## config.mk

```make
export PLATFORM = sky130hd
export DESIGN_NAME = vec_sweep
export DESIGN_NICKNAME = d
export VERILOG_FILES = /design/src/rtl/vec_sweep.sv
export SDC_FILE = /design/constraint.sdc
export NUM_CORES = 1
export LEC_CHECK = 0
export CELL_PAD_IN_SITES_DETAIL_PLACEMENT = 1
export CELL_PAD_IN_SITES_GLOBAL_PLACEMENT = 1
export CORE_ASPECT_RATIO = 1.75
export CORE_MARGIN = 2
export CORE_UTILIZATION = 41
export CTS_CLUSTER_DIAMETER = 30
export CTS_CLUSTER_SIZE = 40
export DETAILED_ROUTE_END_ITERATION = 10
export PLACE_DENSITY_LB_ADDON = 0.3
export SLEW_MARGIN = 10
export SYNTH_ARGS = -nofsm -noshare
export SYNTH_HDL_FRONTEND = slang
export SYNTH_SLANG_ARGS = --single-unit
```

## constraint.sdc

```tcl
create_clock -name clk -period 4.5 [get_ports clk]
set_clock_uncertainty 0.1 [all_clocks]
set_input_delay 0.9 -clock clk [delete_from_list [all_inputs] [get_ports clk]]
set_output_delay 0.9 -clock clk [all_outputs]
set_load 0.005 [all_outputs]
```

## src/rtl/vec_sweep.sv

```systemverilog
// vec_sweep: exhaustive 3-input sweep of a combinational stage.
// Drives {a,b,c} through 0..7, holds each vector HOLD_CYCLES cycles,
// samples y at the end of each hold, and compares against EXPECT.
module vec_sweep #(
    parameter int          HOLD_CYCLES = 1,
    parameter logic [7:0]  EXPECT      = 8'hF8
) (
    input  logic       clk,
    input  logic       rst,
    input  logic       start,
    output logic       a,
    output logic       b,
    output logic       c,
    input  logic       y,
    output logic       busy,
    output logic       done,
    output logic       pass,
    output logic [3:0] err_count,
    output logic [7:0] result
);

    typedef enum logic [1:0] {
        IDLE  = 2'd0,
        DRIVE = 2'd1,
        DONE  = 2'd2
    } state_t;

    localparam logic [3:0] HOLD_LAST = 4'(HOLD_CYCLES - 1);

    state_t     state;
    state_t     state_nxt;
    logic [2:0] idx;
    logic [3:0] hcnt;
    logic       hold_end;
    logic       miss;
    logic [3:0] err_nxt;

    // The sample point for the current vector is the last cycle of its hold.
    assign hold_end = (state == DRIVE) && (hcnt == HOLD_LAST);
    assign miss     = (y != EXPECT[idx]);
    assign err_nxt  = err_count + {3'b000, miss};

    // Stimulus and status are decoded from registered state only, so there
    // is no combinational path from y or start to the outputs.
    assign {a, b, c} = (state == DRIVE) ? idx : 3'b000;
    assign busy      = (state == DRIVE);
    assign done      = (state == DONE);

    // State register.
    always_ff @(posedge clk) begin
        if (rst) begin
            state <= IDLE;
        end else begin
            state <= state_nxt;
        end
    end

    // Next-state logic; start is only honoured from IDLE.
    always_comb begin
        state_nxt = state;
        case (state)
            IDLE:    if (start) state_nxt = DRIVE;
            DRIVE:   if (hold_end && (idx == 3'd7)) state_nxt = DONE;
            DONE:    state_nxt = IDLE;
            default: state_nxt = IDLE;
        endcase
    end

    // Sweep datapath: vector index, hold counter, capture and mismatch count.
    always_ff @(posedge clk) begin
        if (rst) begin
            idx       <= 3'd0;
            hcnt      <= 4'd0;
            err_count <= 4'd0;
            result    <= 8'h00;
            pass      <= 1'b0;
        end else begin
            case (state)
                IDLE: begin
                    if (start) begin
                        idx       <= 3'd0;
                        hcnt      <= 4'd0;
                        err_count <= 4'd0;
                        result    <= 8'h00;
                        pass      <= 1'b0;
                    end
                end
                DRIVE: begin
                    if (hcnt == HOLD_LAST) begin
                        result[idx] <= y;
                        err_count   <= err_nxt;
                        hcnt        <= 4'd0;
                        if (idx != 3'd7) begin
                            idx <= idx + 3'd1;
                        end
                    end else begin
                        hcnt <= hcnt + 4'd1;
                    end
                end
                DONE: begin
                    // err_count already includes the vector-7 compare here.
                    pass <= (err_count == 4'd0);
                    idx  <= 3'd0;
                end
                default: begin
                end
            endcase
        end
    end

endmodule
```

==> flow_summary.json <==
{
  "rsz0062_at_grt": "no",
  "holdCritPathClass": "flip-flop to flip-flop",
  "cts.sinks": 23,
  "leakagePower_nw": 0.537,
  "grt_pass1_vias": 1043,
  "ys_seq_area_share_pct": 38.5,
  "grt_max_degree": 17,
  "wl_per_cell_um": 17.2,
  "p_per_area_nw_per_um2": 268,
  "met3_usage_pct": 2.37,
  "detail-route-antenna-nets": 0,
  "drv_slew": 0,
  "fmax_mhz": 322,
  "status": "complete, no violations",
  "rows": 26,
  "num_vias": 1068,
  "dieArea_sq_um": 3380,
  "critical_path_required_ns": 3.50,
  "die_h_um": 75.5,
  "hold_viol_final": 0,
  "drt-total-wl_um": 3050,
  "numCtsBuffers": 3,
  "areaGrowthSynthToFinish_pct": 20.5,
  "multiInputGateArea_sq_um": 672,
  "htreeDepth": 1,
  "cap_violations": 0,
  "max-vdd-ir-drop_uv": 171,
  "start_kind": "flip-flop",
  "worstSetupEndpointType": "output port",
  "pin_count": 22,
  "fp.coreArea_sq_um": 2860,
  "synthTopCellsByArea": "dfxtp_1 38%, ha_1 6.3%, mux2i_1 4.2%",
  "portBuffers": 21,
  "final_cell_mix": "23 x dfxtp_1, 21 x clkdlybuf4s50_1, 12 x nor2_1",
  "clkLatencyLatePin_ns": 0.27,
  "syn-num-nets": 140,
  "cp.arrival_ns": 2.10,
  "gp_congestion": 0.783,
  "cts_resized": 0,
  "yosysTopAreaCellShare_pct": 38.5,
  "syn_inst": 130,
  "antenna_found_initial": 0,
  "setup_tns_ns": 0,
  "initial_core_util_pct": 41.8,
  "grt_pass1_wl_um": 4990,
  "nNetsFinal": 160,
  "period_share_pct": 68.9,
  "total_power_mw": 0.387,
  "utilization_pct": 50.3,
  "grt_usage_pct": 20.1,
  "worst_slew_pin_slew_ns": 0.657,
  "cts-hold-fix-buffers": 0,
  "clk_pin_slew_ns": 0.08,
  "synth_warnings": 0,
  "ys_ff_latch": 23,
  "finalCriticalPeriod_ns": 3.10,
  "fillerInstances": 342,
  "timing.hold.ws_ns": 0.371,
  "drt_iter0_markers": 39,
  "mostFrequentLayoutCell": "dfxtp_1",
  "synth_top_cell_by_area": "dfxtp_1",
  "crit_chain": "nand2b_1, inv_2, and2_1, clkdlybuf4s50_1",
  "synth_area_sq_um": 1200,
  "root_buffer": "clkbuf_8",
  "die_x_um": 44.8,
  "cts_tree": "yes",
  "drc_errors": 0,
  "setup_viol": 0,
  "syn-mean-instance-area_sq_um": 9.20,
  "drive_gt1_share_pct": 5.37,
  "dpl.hpwl_um": 2290,
  "slowest_delay_ns": 0.58,
  "crit_fanout": 11,
  "dr.pass1.iters": 4,
  "slew_headroom_pct": 55.6,
  "synth_cell_types": 38,
  "via_per_inst": 6.03,
  "top_usage_layer": "met2",
  "grt_overflow": 0,
  "grtUsageMet1_pct": 22.4,
  "seq_area_sq_um": 460,
  "ctsLongestPathBuffers": 2,
  "grt_use_met2_pct": 36.2,
  "crit_path_top_delay_cell": "dfxtp_1",
  "crit_type": "flip-flop to output port",
  "antenna_cells": 0,
  "cts_setup_buffers": 0
}
-- synth_stat cells, drive strengths merged --
cell type  number
inv             5
clkbuf          2
o21ai           3
or3             1
nor3            3
a21o            1
nand3b          4
mux2i           5
a22oi           2
nor4            1
xnor2           2
o311ai          5
o41ai           3
a21oi           8
o21bai          1
nor2           12
nor3b           2
and2            3
nand2          10
nor4b           4
dfxtp          23
nand2b          2
a311oi          1
xor2            1
buf             4
a31oi           2
a211oi          3
nand3           7
or3b            1
nor2b           1
nand4b          1
ha              6
nand4bb         1
-- critical path: cells and delay by family (launching register included) --
| family | cells | cell delay (ns) |
|---|---|---|
| buffers and inverters | 2 | 0.76 |
| DFF | 1 | 0.58 |
| and+or+nand+nor | 2 | 0.49 |
-- cell type report --
| cell class | instances | share of cell area [%] |
|---|---|---|
| Clock buffer | 4 | 3.13 |
| Inverter | 5 | 1.30 |
| Multi-Input combinational cell | 96 | 46.6 |
| Sequential cell | 23 | 31.9 |
| Tap cell | 28 | 2.43 |
| Timing Repair Buffer | 21 | 14.6 |
-- worst paths after layout --
| check | from | depth (start not counted) | slack [ns] | end |
|---|---|---|---|---|
| max | state[0] | 4 | 1.40 | c |
| min | result[2] | 2 | 0.37 | result[2] |
| max reg2reg | idx[1] | 6 | 2.26 | flip-flop |
| min reg2reg | result[2] | 2 | 0.37 | result[2] |
-- registers in the layout, indices dropped and copies added, names as in the netlist, named ones only --
name,cells
hcnt,4
state,2
err_count,4
result,8
pass,1
idx,3
-- metal layers --
metal / wire length [um] / share of wire [%]
met1: 1210 / 40
met2: 1710 / 56
met3: 55 / 1.8
met4: 74 / 2.4
met5: 0 / 0
-- cells by family (layout without fill, tap and decap cells) --
family	Yosys count	after routing	synth area share, %
muxes	5	5	4.18
AOI/OAI and AO/OA	29	29	16.6
adders and majority gates	6	6	6.28
and+or+nand+nor	53	53	26.9
xor gates and xnor gates	3	3	2.20
DFF	23	23	38.5
buffers and inverters	11	30	5.33
-- stage by stage --
step / setup slack [ns] / std cells / area (sq um)
6_report: 1.40 / 177 / 1440
5_1_grt: 1.27 / 177 / 1440
4_1_cts: 1.40 / 177 / 1440
3_5_place_dp: 1.70 / 173 / 1400
3_3_place_gp: 1.72 / 173 / 1400
2_1_floorplan: 2.51 / 130 / 1200
-- power by group --
| group | leakage (nW) | switching, mW | internal (mW) | total, mW |
|---|---|---|---|---|
| Sequential | 0.186 | 0.00596 | 0.206 | 0.212 |
| Clock | 0.0228 | 0.0680 | 0.0633 | 0.131 |
| Combinational | 0.328 | 0.0255 | 0.0176 | 0.0432 |
| Total | 0.537 | 0.0995 | 0.287 | 0.387 |
Power figures use the tool's default switching activity.
